$ cat config.mk
export PLATFORM = sky130hd
export DESIGN_NAME = pattern_tx
export DESIGN_NICKNAME = d
export VERILOG_FILES = /design/src/rtl/pattern_pkg.sv /design/src/rtl/pattern_match_counter.sv /design/src/rtl/pattern_tx.sv
export SDC_FILE = /design/constraint.sdc
export NUM_CORES = 1
export LEC_CHECK = 0
export BUFFER_PORTS_ARGS = -buffer_cell sky130_fd_sc_hd__buf_2
export CORE_MARGIN = 5
export CORE_UTILIZATION = 43
export DETAILED_ROUTE_END_ITERATION = 8
export PLACE_DENSITY = 0.71
export REMOVE_ABC_BUFFERS = 1
export SLEW_MARGIN = 20
export SYNTH_ARGS = -nofsm -noshare
export SYNTH_HDL_FRONTEND = slang
export SYNTH_HIERARCHICAL = 1
export SYNTH_SLANG_ARGS = --single-unit
$ cat constraint.sdc
create_clock -name clk -period 3.37 [get_ports clk]
set_input_delay 0.674 -clock clk [delete_from_list [all_inputs] [get_ports clk]]
set_output_delay 0.674 -clock clk [all_outputs]
set_load 0.02 [all_outputs]
$ cat src/rtl/pattern_pkg.sv
// Shared constants and FSM state type for the serial pattern transmitter
// and its match counter.
package pattern_pkg;

  // Time order of the pattern is MSB of the constant first: 1,0,1,1.
  localparam logic [3:0] PATTERN = 4'b1011;
  localparam int         PAT_LEN = 4;

  typedef enum logic [1:0] {
    IDLE  = 2'd0,
    SHIFT = 2'd1,
    DONE  = 2'd2
  } tx_state_t;

endpackage

$ cat src/rtl/pattern_match_counter.sv
// Counts overlapping occurrences of PATTERN in a qualified bit stream,
// saturating at the counter maximum; reusable as a golden detector model.
module pattern_match_counter
  import pattern_pkg::*;
#(
  parameter int CNTW = 5
) (
  input  logic            clk,
  input  logic            rst_n,
  input  logic            bit_i,
  input  logic            bit_valid_i,
  input  logic            clear_i,
  output logic [CNTW-1:0] count_o
);

  localparam logic [CNTW-1:0] CNT_MAX = {CNTW{1'b1}};
  localparam logic [CNTW-1:0] CNT_ONE = {{(CNTW-1){1'b0}}, 1'b1};

  logic [PAT_LEN-2:0] hist_q, hist_d;
  logic [CNTW-1:0]    count_q, count_d;

  // Next history window and saturating count
  always_comb begin
    hist_d  = hist_q;
    count_d = count_q;
    if (clear_i) begin
      hist_d  = {(PAT_LEN-1){1'b0}};
      count_d = {CNTW{1'b0}};
    end else if (bit_valid_i) begin
      hist_d = {hist_q[PAT_LEN-3:0], bit_i};
      if (({hist_q, bit_i} == PATTERN) && (count_q != CNT_MAX)) begin
        count_d = count_q + CNT_ONE;
      end else begin
        count_d = count_q;
      end
    end else begin
      hist_d  = hist_q;
      count_d = count_q;
    end
  end

  // History and count registers
  always_ff @(posedge clk or negedge rst_n) begin
    if (!rst_n) begin
      hist_q  <= {(PAT_LEN-1){1'b0}};
      count_q <= {CNTW{1'b0}};
    end else begin
      hist_q  <= hist_d;
      count_q <= count_d;
    end
  end

  assign count_o = count_q;

endmodule

$ cat src/rtl/pattern_tx.sv
// Serial pattern transmitter: loads a word over valid/ready and emits it
// LSB-first on a registered serial line, counting 1011 matches on the way.
module pattern_tx
  import pattern_pkg::tx_state_t;
#(
  parameter int WIDTH = 23,
  parameter int CNTW  = 5
) (
  input  logic             clk,
  input  logic             reset,
  input  logic             LOAD_VALID,
  input  logic [WIDTH-1:0] LOAD_DATA,
  output logic             LOAD_READY,
  input  logic             SHIFT_EN,
  output logic             DOUT,
  output logic             DOUT_VALID,
  output logic             DONE,
  output logic [CNTW-1:0]  MATCH_COUNT
);

  localparam int              IDXW     = $clog2(WIDTH);
  localparam logic [IDXW-1:0] IDX_LAST = IDXW'(WIDTH - 1);
  localparam logic [IDXW-1:0] IDX_ONE  = {{(IDXW-1){1'b0}}, 1'b1};

  tx_state_t        state_q, state_d;
  logic [WIDTH-1:0] sreg_q, sreg_d;
  logic [IDXW-1:0]  idx_q, idx_d;
  logic             dout_q, dout_d;
  logic             dvalid_q, dvalid_d;
  logic             done_q, done_d;
  logic             accept_s;
  logic             consume_s;

  assign accept_s  = LOAD_VALID && (state_q == pattern_pkg::IDLE);
  assign consume_s = SHIFT_EN && (state_q == pattern_pkg::SHIFT);

  // Next state; serial outputs are computed one edge ahead so they come out registered
  always_comb begin
    state_d  = state_q;
    sreg_d   = sreg_q;
    idx_d    = idx_q;
    dout_d   = dout_q;
    dvalid_d = dvalid_q;
    done_d   = 1'b0;
    case (state_q)
      pattern_pkg::IDLE: begin
        dout_d   = 1'b0;
        dvalid_d = 1'b0;
        if (accept_s) begin
          state_d  = pattern_pkg::SHIFT;
          sreg_d   = LOAD_DATA;
          idx_d    = {IDXW{1'b0}};
          dout_d   = LOAD_DATA[0];
          dvalid_d = 1'b1;
        end else begin
          state_d = pattern_pkg::IDLE;
        end
      end
      pattern_pkg::SHIFT: begin
        if (consume_s) begin
          sreg_d = {1'b0, sreg_q[WIDTH-1:1]};
          idx_d  = idx_q + IDX_ONE;
          if (idx_q == IDX_LAST) begin
            state_d  = pattern_pkg::DONE;
            dout_d   = 1'b0;
            dvalid_d = 1'b0;
            done_d   = 1'b1;
          end else begin
            dout_d   = sreg_q[1];
            dvalid_d = 1'b1;
          end
        end else begin
          state_d = pattern_pkg::SHIFT;
        end
      end
      pattern_pkg::DONE: begin
        state_d  = pattern_pkg::IDLE;
        dout_d   = 1'b0;
        dvalid_d = 1'b0;
      end
      default: begin
        state_d  = pattern_pkg::IDLE;
        dout_d   = 1'b0;
        dvalid_d = 1'b0;
      end
    endcase
  end

  // State and output registers
  always_ff @(posedge clk or negedge reset) begin
    if (!reset) begin
      state_q  <= pattern_pkg::IDLE;
      sreg_q   <= {WIDTH{1'b0}};
      idx_q    <= {IDXW{1'b0}};
      dout_q   <= 1'b0;
      dvalid_q <= 1'b0;
      done_q   <= 1'b0;
    end else begin
      state_q  <= state_d;
      sreg_q   <= sreg_d;
      idx_q    <= idx_d;
      dout_q   <= dout_d;
      dvalid_q <= dvalid_d;
      done_q   <= done_d;
    end
  end

  pattern_match_counter #(
    .CNTW(CNTW)
  ) u_counter (
    .clk        (clk),
    .rst_n      (reset),
    .bit_i      (sreg_q[0]),
    .bit_valid_i(consume_s),
    .clear_i    (accept_s),
    .count_o    (MATCH_COUNT)
  );

  assign LOAD_READY = (state_q == pattern_pkg::IDLE);
  assign DOUT       = dout_q;
  assign DOUT_VALID = dvalid_q;
  assign DONE       = done_q;

endmodule

Yosys cells after proc, flatten, opt, wreduce, memory -nomap -nowiden

Index checks and enable logic that the tools add are counted.

Register bits after elaboration: 41
Output and inout bits: 9
Word-level logic and storage cells: 52

Equality and inequality tests: 7
Muxes and demuxes: 26
Add/sub/neg operators: 2
Reductions and logical operators: 9

Operators by type and width:

| operator                                                              | number |
|---|---|
| 23-bit 2-to-1 mux                                                     | 2 |
| 23-bit case mux with 2 select lines                                   | 1 |
| 5-bit 2-to-1 mux                                                      | 5 |
| 5-bit by 1-bit adder with 5-bit output, second input constant         | 2 |
| 1-bit 2-to-1 mux                                                      | 10 |
| 5-bit case mux with 2 select lines                                    | 1 |
| 3-bit 2-to-1 mux                                                      | 2 |
| 2-bit nonzero test                                                    | 3 |
| 5-bit equality test, second input constant                            | 1 |
| 5-bit != test, second input constant                                  | 1 |
| 4-bit equality test, second input constant                            | 1 |
| 2-bit 2-to-1 mux                                                      | 2 |
| 1-bit case mux with 2 select lines                                    | 2 |
| 2-bit case mux with 2 select lines                                    | 1 |
| 1-bit logical AND                                                     | 3 |
| 3-bit by 2-bit != test with 1-bit output, second input constant       | 1 |
| 3-bit AND reduction                                                   | 1 |
| 2-bit by 1-bit equality test with 1-bit output, second input constant | 1 |
| 2-bit logical NOT                                                     | 1 |
| 2-bit by 1-bit != test with 1-bit output, second input constant       | 1 |
| 2-bit != test, second input constant                                  | 1 |
| 2-bit AND reduction                                                   | 1 |

Longest topological paths before layout

Gate-level depths: netlist of run 1.

Word-level depth: 5
Mapped depth: 6

Cells and area by module

Netlist of run 1, hierarchy kept.

By module, submodules not included:

| module                | instances | area an instance (um^2) | cells each |
|---|---|---|---|
| pattern_tx            | 1         | 1,646.6                 | 144 |
| pattern_match_counter | 1         | 425.4                   | 39 |

Least setup slack after synthesis of run 1

Ideal clock, no wire load.

Path type: flip-flop to flip-flop
From: register u_counter.count_q[0], in the netlist u_counter/count_o[0]
To: register u_counter.count_q[3], in the netlist u_counter/count_o[3]
Arrival: 1,881 ps
Required time: 3,292 ps
Cell stages (with the launch flop): 7
Setup time: 78 ps
Slack: 1,412 ps
Path through: dfrtp_1 -> ha_1 -> and3_1 -> ha_1 -> nand4bb_4 -> or4_1 -> a21oi_1

Longest elaborated chain between the ends: 4
Elaborated cells between the ends (all ways): 8
Classes of those cells: add/sub (1); eq/ne (1); mux (3); reduce/logical (3)

RTL lines:

| element                                                                 | RTL line                                                 | source |
|---|---|---|
| start, declared                                                         | pattern_match_counter.sv:20                              | `logic [CNTW-1:0] count_q, count_d;` |
| start signal, assigned                                                  | pattern_match_counter.sv:46                              | `count_q <= {CNTW{1'b0}};` |
| start signal, assigned                                                  | pattern_match_counter.sv:49                              | `count_q <= count_d;` |
| 5-bit by 1-bit adder with 5-bit output or 5-bit != test (tied branches) | pattern_match_counter.sv:32, pattern_match_counter.sv:31 |  |
| 5-bit 2-to-1 mux or 1-bit logical AND (tied branches)                   | pattern_match_counter.sv:31                              | `if (({hist_q, bit_i} == PATTERN) && (count_q != CNT_MAX)) begin` |
| 5-bit 2-to-1 mux or 2-bit nonzero test (tied branches)                  | -                                                        |  |
| 5-bit 2-to-1 mux or 2-bit AND reduction (tied branches)                 | -                                                        |  |

Parallel ways exist; a longest one is shown, timed or not. The select of a mux whose other input is x is not followed.
A chain may end at the register's enable or synchronous reset.

Final worst setup path of run 1

Ends and elaborated chain as after synthesis.

==> flow_summary.toml, run 1 <==
[outcome]
status = "finished, final reports clean"

[drt]
wl_per_cell_um = 14.5
wirelength_mm = 3.94
ant_nets = 0
drc_errors = 0
maxUsedRoutingLayer = "met4"
vias = 1477
initialDrtViolationCount = 67
firstDrtPassIters = 4
wl_met1_mm = 1.90
vias_per_cell = 5.43
wl_met3_um = 243
met2_length_mm = 1.74

[sta]
max_freq_mhz = 495
relSlewSlack_pct = 40.3
hold_viol = 0
finalSetupViolCount = 0
rsz0062_at_grt = "false"
clock_skew_ns = 0.00726
worst_slew_pin_slew_ns = 0.895
fin_crit_ns = 2.02
slew_viol_final = 0
fin_setup_tns_ns = 0
fin_crit_sh_pct = 60.0

[synth]
synth-simple-area-share_pct = 16.3
synth_cells = 183
yosys_warnings = 6
synth_edf_count = 0
async_flop_share_pct = 100
synth_fa_ha_area_share_pct = 2.42
synth_top_family_by_area = "simple AND/OR/NAND/NOR gates"
synth-seq-cells = 41
synth_compound_area_share_pct = 14.0
ys_types = 40
ys_seq_area_share_pct = 49.5
syn-cell-area_mm2 = 0.00207
synthFlopType = "dfrtp_1"
synth_area_per_cell_um2 = 11.3
synth_xor_area_share_pct = 0.423
muxShareOfSynthArea_pct = 12.6

[min_path]
whs_path_depth = 1
hold_end = "idx_q[4]"
min-delay-start = "idx_q[4]"
holdCritPathClass = "flop to flop"

[power]
power_density_mw_per_mm2 = 621
p_total_w = 0.00148
leakage_nw = 1.24
vdd_drop_max_uv = 359

[critical_path]
timing.rr.start = "u_counter/count_o[0]"
arrival_ns = 2.23
crit_required_ns = 3.58
r2r_end = "u_counter/count_o[3]"
r2r_cells = 6
critPathLaunchType = "flop"
critical_path_class = "flop to flop"
reg2reg_slack_ns = 1.35
end_kind = "flop"
cp_max_fo = 6

[die]
rows = 25
start_util_pct = 44.2
ioPinCount = 36
fp.dieArea_mm2 = 0.00631
die_w_um = 79.4
core_area_mm2 = 0.00469
die_h_um = 79.4

[global_route]
grt_max_degree = 42
overflow = 0
grt_pass1_vias = 1473
antenna_found_initial = 0
grt_pass1_wl_mm = 6.91
gr-usage-all-layers_pct = 13.9

[place]
dpl_cell_area_mm2 = 0.00226
hpwlAfterDp_mm = 2.63
place_congestion = 0.739
numPortBuffers = 35

[job]
cap_violations = 0

[final_layout]
final_area_mm2 = 0.00238
antenna-diode-count = 0
final_common_cell = "dfrtp_1"
layout_common_cells = "dfrtp_1, buf_2, nand3_1, mux2i_1, o21ai_2"
drive_gt1_share_pct = 32.6
fill_cells = 453
nets = 248
areaGrowthSynthToFinish_pct = 14.8

[clock_network]
cts_sinks = 41
root_buffer = "clkbuf_8"
cts_buffers = 5
clk_pin_slew_ns = 0.07
clock_path_buffers = 2
cts_resized = 0
hold_buffers = 0
worstSkewPairLatency_ns = 0.29
htreeDepth = 2
cts_tree = "done"
cts_setup_buffers = 0
-- metal layers --
metal / GRT usage [%] / vias to the layer above
li1: - / 736
met5: 0 / -
met4: 4.12 / 0
met3: 4.97 / 6
met2: 20.7 / 35
met1: 19.0 / 700
-- synth_stat cells (all sizes together), types with 2 or more instances --
cell type / instances / area share [%]
a21oi: 5 / 1.2
buf: 7 / 2.8
clkbuf: 4 / 0.91
dfrtp: 41 / 50
ha: 4 / 2.4
inv: 3 / 0.54
mux2i: 25 / 12
nand2: 4 / 0.85
nand3: 28 / 6.8
nand4b: 2 / 0.85
nor2: 9 / 2.0
nor2b: 2 / 0.60
o21ai: 28 / 10
o31ai: 2 / 0.72
-- area by class of cell --
cell class / instances / area, um^2 / area share (%)
tap: 54 / 67.6 / 2.84
multi-input combinational: 127 / 951 / 40.0
clock inverter: 1 / 30.0 / 1.26
sequential: 41 / 1030 / 43.1
clock buffer: 7 / 86.3 / 3.63
timing repair buffer: 38 / 198 / 8.31
inverter: 4 / 20.0 / 0.842
-- worst max-delay path by stage --
| stage | to | start | slack, ns | depth (start not counted) |
|---|---|---|---|---|
| finish | u_counter/count_o[3] | u_counter/count_o[0] | 1.35 | 6 |
| floorplan | DOUT_VALID | state_q[0] | 0.77 | 3 |
| CTS | u_counter/count_o[3] | u_counter/count_o[0] | 1.35 | 6 |
| global route | u_counter/count_o[3] | u_counter/count_o[0] | 1.21 | 6 |
| global placement | sreg_q[18] | LOAD_VALID | 1.19 | 5 |
| detailed placement | sreg_q[18] | LOAD_VALID | 1.14 | 5 |
-- worst max-delay path, stage by stage (launching register included) --
cell and delay, ns:
dfrtp_1 0.42, ha_1 0.22, and3_1 0.18, ha_1 0.19, nand4bb_4 0.26, or4_1 0.49
a21oi_1 0.18
-- cells by family (layout without fill, tap and decap cells) --
| logic type | count (synthesis) | after routing |
|---|---|---|
| AO/OA/AOI/OAI | 40 | 40 |
| adder cells (fa/ha/maj) | 4 | 4 |
| XOR/XNOR | 1 | 1 |
| flip-flops | 41 | 41 |
| multiplexers | 26 | 26 |
| AND/OR/NAND/NOR | 56 | 56 |
| buffers and inverters | 15 | 50 |
-- report_power, final --
part,total [W],leakage [nW],internal [W],switching (W)
Sequential,0.000723,0.534,0.000625,0.0000979
Combinational,0.000348,0.644,0.000161,0.000187
Clock,0.000406,0.0585,0.000242,0.000165
Total,0.00148,1.24,0.00103,0.000450
-- state kept, by name (all words and copies together), names as in the netlist --
signal             count
DONE                   1
DOUT                   1
idx_q                  5
state_q                2
DOUT_VALID             1
u_counter/hist_q       3
u_counter/count_o      5
sreg_q                23
-- stage by stage --
stage                     setup WS, ns  hold WS, ns  utilization (%)  cells
after floorplan                  0.766        0.378                -    172
after global placement            1.19        0.482             48.2    264
after detailed placement          1.14        0.484             48.2    264
after CTS                         1.35        0.498             50.7    272
after global routing              1.21        0.534             50.7    272
final                             1.35        0.500             50.7    272
(Power assumes the default switching activity.)
==> run 2: changes to the inputs <==
clock period = 2.1 ns   (was 3.37 ns; I/O delays follow)
==> flow_summary.toml, run 2 (synthesized netlist as in run 1, its figures left out) <==
[final_layout]
final_area_mm2 = 0.00238
areaGrowthSynthToFinish_pct = 14.8
final_common_cell = "dfrtp_1"
nets = 252
largest_reg_flops = 23
stdcell_count = 275
drive_gt1_share_pct = 33.5
layout_common_cells = "dfrtp_1, buf_2, nand3_1, mux2i_1, o21ai_2"
antenna-diode-count = 0
fill_cells = 431
multi_input_area_um2 = 951
regMostFlops = "sreg_q"
seqCellArea_mm2 = 0.00103

[drt]
vias = 1511
drc_errors = 0
firstDrtPassIters = 4
wl_per_cell_um = 14.9
initialDrtViolationCount = 58
ant_nets = 0
vias_per_cell = 5.49
wirelength_mm = 4.09

[critical_path]
end_kind = "flop"
critPathMostFrequentCell = "ha_1"
r2r_cells = 6
r2r_end = "u_counter/count_o[3]"
cp_max_fo = 6
crit_start = "u_counter/count_o[0]"
cp_slowest_cell = "or4_1"
critical_path_class = "flop to flop"
arrival_ns = 2.17
crit_required_ns = 2.32
timing.rr.start = "u_counter/count_o[0]"
reg2reg_slack_ns = 0.15
critPathLaunchType = "flop"
cp_cell_sequence = "ha_1, and3_1, ha_1, nand4bb_4, or4_1, a21oi_1"
crit_path_end = "u_counter/count_o[3]"
crit_path_max_incr_delay_ns = 0.48

[die]
rows = 25
ioPinCount = 36
die_h_um = 79.4
fp.dieArea_mm2 = 0.00631
start_util_pct = 44.2
die_w_um = 79.4
core_area_mm2 = 0.00469

[place]
placed_cells = 268
hpwlAfterDp_mm = 2.82
place_congestion = 0.833
numPortBuffers = 35
dpl_cell_area_mm2 = 0.00229

[global_route]
busiest_layer = "met2"
grt_use_met2_pct = 20.7
grt_pass1_vias = 1458
grt_max_degree = 42
gr-usage-met3_pct = 4.40
gr-usage-all-layers_pct = 13.9
overflow = 0
grt_pass1_wl_mm = 6.88
antenna_found_initial = 0
use_met1_pct = 19.3

[sta]
max_freq_mhz = 512
slew_viol_final = 0
fin_crit_sh_pct = 93.0
worst_slew_pin_slew_ns = 0.527
finalSetupViolCount = 0
holdWs_ns = 0.194
fin_setup_tns_ns = 0
rsz0062_at_grt = "false"
hold_viol = 0
fin_crit_ns = 1.95
clock_skew_ns = 0.00406
relSlewSlack_pct = 64.8

[clock_network]
cts_resized = 0
htreeDepth = 2
cts_sinks = 41
hold_buffers = 0
cts_setup_buffers = 0
root_buffer = "clkbuf_8"
cts_buffers = 5
clk_pin_slew_ns = 0.07
cts_tree = "done"
worstSkewPairLatency_ns = 0.28
clock_path_buffers = 2

[min_path]
holdCritPathClass = "primary input to async pin"

[power]
vdd_drop_max_uv = 535
p_total_w = 0.00225
power_density_mw_per_mm2 = 946
leakage_nw = 1.24

[outcome]
status = "finished, final reports clean"

[job]
cap_violations = 0
## run 2: final cells by class
cell class                 instances  area share [%]
sequential                        41            43.1
multi-input combinational        127            40.0
timing repair buffer              42            9.57
clock buffer                       7            3.63
tap                               54            2.84
inverter                           4           0.842
## run 2: through the flow
step	utilization (%)	setup WS, ns
final	50.7	0.147
after global routing	50.7	0.0548
after CTS	50.7	0.151
after detailed placement	48.9	0.172
after global placement	48.9	0.188
after floorplan	-	-0.504
## run 2: power by group
part           switching (W)  internal [W]
registers           0.000158       0.00100
clock network       0.000256      0.000261
logic               0.000306      0.000267
total               0.000719       0.00153
## run 2: worst min path at each step
stage | start | endpoint | cells after the start
4_1_cts | reset | sreg_q[4] | 2
6_report | reset | idx_q[3] | 2
2_1_floorplan | reset | DONE | 0
3_5_place_dp | idx_q[4] | idx_q[4] | 1
3_3_place_gp | idx_q[4] | idx_q[4] | 1
5_1_grt | reset | state_q[0] | 2
## run 2: per-layer routing
| metal | part of all wire, % | up-vias | wire length (um) |
|---|---|---|---|
| li1 | - | 736 | - |
| met3 | 6.0 | 5 | 245 |
| met5 | 0 | - | 0 |
| met1 | 48 | 730 | 1950 |
| met4 | 1.0 | 0 | 41 |
| met2 | 45 | 40 | 1860 |
## run 2: worst max-delay path: cells and delay by family (launching register included)
| family | cells | cell delay, ns |
|---|---|---|
| compound gates | 1 | 0.15 |
| fa+ha+maj | 2 | 0.41 |
| flops | 1 | 0.42 |
| simple gates | 3 | 0.91 |
==> run 3: changes to the inputs <==
ABC_AREA = 1   (was default)
CAP_MARGIN = 20   (was default)
==> flow_summary.toml, run 3 <==
[outcome]
status = "finished, final reports clean"

[final_layout]
final_common_cell = "nand2_1"
regMostFlops = "sreg_q"
nets = 338
fill_cells = 474
layout_common_cells = "nand2_1, dfrtp_1, inv_1, buf_2, o21ai_0"
areaGrowthSynthToFinish_pct = 15.5
antenna-diode-count = 0
finish.utilization_pct = 51.6
largest_reg_flops = 23
drive_gt1_share_pct = 22.1

[synth]
synth_top_family_by_area = "simple AND/OR/NAND/NOR gates"
synth_compound_area_share_pct = 15.0
yosys_warnings = 6
syn-cell-area_mm2 = 0.00214
synth-seq-cells = 41
ys_seq_area_share_pct = 48.0
synthFlopType = "dfrtp_1"
yosysMostFrequentCell = "nand2_1"
synth_area_per_cell_um2 = 7.94
yosys-top-cells-count = "nand2_1, dfrtp_1, inv_1"
ys_types = 22
synth-simple-area-share_pct = 24.4
synth_edf_count = 0
async_flop_share_pct = 100
muxShareOfSynthArea_pct = 0
synth_fa_ha_area_share_pct = 2.34
synth_top_cell_by_area = "dfrtp_1"
synthDominantCellAreaShare_pct = 48.0
yosys-top-cells-area = "dfrtp_1, nand2_1, inv_1, o21ai_0, o21ai_2"
synth_xor_area_share_pct = 0
synth_cells = 269

[job]
cap_violations = 0

[min_path]
holdCritPathClass = "primary input to async pin"

[global_route]
overflow = 0
grt_pass1_wl_mm = 7.09
grt_pass1_vias = 1671
grt_max_degree = 42
gr-usage-all-layers_pct = 13.9
antenna_found_initial = 0

[sta]
max_freq_mhz = 616
rsz0062_at_grt = "false"
worst_slew_pin_slew_ns = 0.517
relSlewSlack_pct = 65.5
fin_crit_sh_pct = 77.3
fin_crit_ns = 1.62
fin_setup_tns_ns = 0
hold_viol = 0
slew_viol_final = 0
clock_skew_ns = 0.00697
finalSetupViolCount = 0

[clock_network]
htreeDepth = 2
cts_resized = 0
hold_buffers = 0
cts_tree = "done"
clock_path_buffers = 2
clk_pin_slew_ns = 0.08
worstSkewPairLatency_ns = 0.29
cts_buffers = 5
cts_sinks = 41
root_buffer = "clkbuf_8"
cts_setup_buffers = 0

[power]
leakage_nw = 1.25
power_density_mw_per_mm2 = 1170
vdd_drop_max_uv = 524

[drt]
drc_errors = 0
vias = 1718
firstDrtPassIters = 4
initialDrtViolationCount = 59
vias_per_cell = 4.59
wirelength_mm = 4.02
wl_per_cell_um = 10.7
ant_nets = 0

[die]
die_h_um = 80.5
core_area_mm2 = 0.00479
fp.dieArea_mm2 = 0.00648
rows = 25
ioPinCount = 36
start_util_pct = 44.7
die_w_um = 80.5

[place]
numPortBuffers = 35
place_congestion = 0.750
hpwlAfterDp_mm = 2.94

[critical_path]
crit_start = "u_counter/count_o[0]"
end_kind = "flop"
reg2reg_slack_ns = 0.48
crit_required_ns = 2.28
cp_max_fo = 6
arrival_ns = 1.81
critical_path_class = "flop to flop"
r2r_end = "u_counter/count_o[0]"
critPathLaunchType = "flop"
r2r_cells = 10
crit_path_end = "u_counter/count_o[0]"
timing.rr.start = "u_counter/count_o[0]"
run 3: layer usage:
metal / track usage, % / vias up / wire [um]
met5: 0 / - / 0
met4: 4.56 / 0 / 34
met3: 3.36 / 4 / 181
met2: 23.9 / 28 / 1940
met1: 16.9 / 771 / 1860
li1: - / 915 / -
run 3: worst min-delay path by stage:
| stage | from | endpoint | depth (start not counted) |
|---|---|---|---|
| after floorplan | reset | DONE | 0 |
| after global placement | DOUT | DOUT | 2 |
| after detailed placement | DOUT | DOUT | 2 |
| after CTS | reset | sreg_q[10] | 2 |
| after global routing | reset | idx_q[1] | 2 |
| final | reset | u_counter/count_o[3] | 2 |
run 3: worst max-delay path, cell delays in order, from the launching register on:
cell     delay, ns
dfrtp_1       0.41
ha_1          0.23
nand2_1       0.09
nor2_1        0.04
ha_1          0.17
inv_1         0.07
nand2_1       0.08
nor2_4        0.14
nand2_1       0.10
o21ai_1       0.12
nor2_1        0.05
run 3: area by class of cell:
class	instances	area, um^2	area share [%]
clock buffers	5	68.8	2.79
flip-flops and latches	41	1030	41.6
multi-input cells	179	891	36.1
repair buffers	40	213	8.62
clock inverters	2	35.0	1.42
well taps	67	83.8	3.40
inverters	40	150	6.09
run 3: through the flow:
step / instances / hold WS (ns) / worst slack, ns / total power (W) / instance area (um^2)
after floorplan: 260 / 0.124 / 0.433 / 0.00199 / 2070
after global placement: 367 / 0.490 / 0.555 / 0.00227 / 2360
after detailed placement: 367 / 0.495 / 0.483 / 0.00231 / 2360
after CTS: 374 / 0.202 / 0.475 / 0.00293 / 2470
after global routing: 374 / 0.236 / 0.319 / 0.00314 / 2470
final: 374 / 0.188 / 0.476 / 0.00289 / 2470
run 3: report_power, final:
part           leakage [nW]  switching (W)  internal [W]
registers             0.529       0.000161       0.00106
clock network        0.0540       0.000261      0.000346
logic                 0.669       0.000673      0.000388
run 3: kinds of logic after synthesis:
kind of cell	count (synthesis)
AOI/OAI and AO/OA	56
adders and majority gates	4
buffers and inverters	49
DFF	41
and+or+nand+nor	119
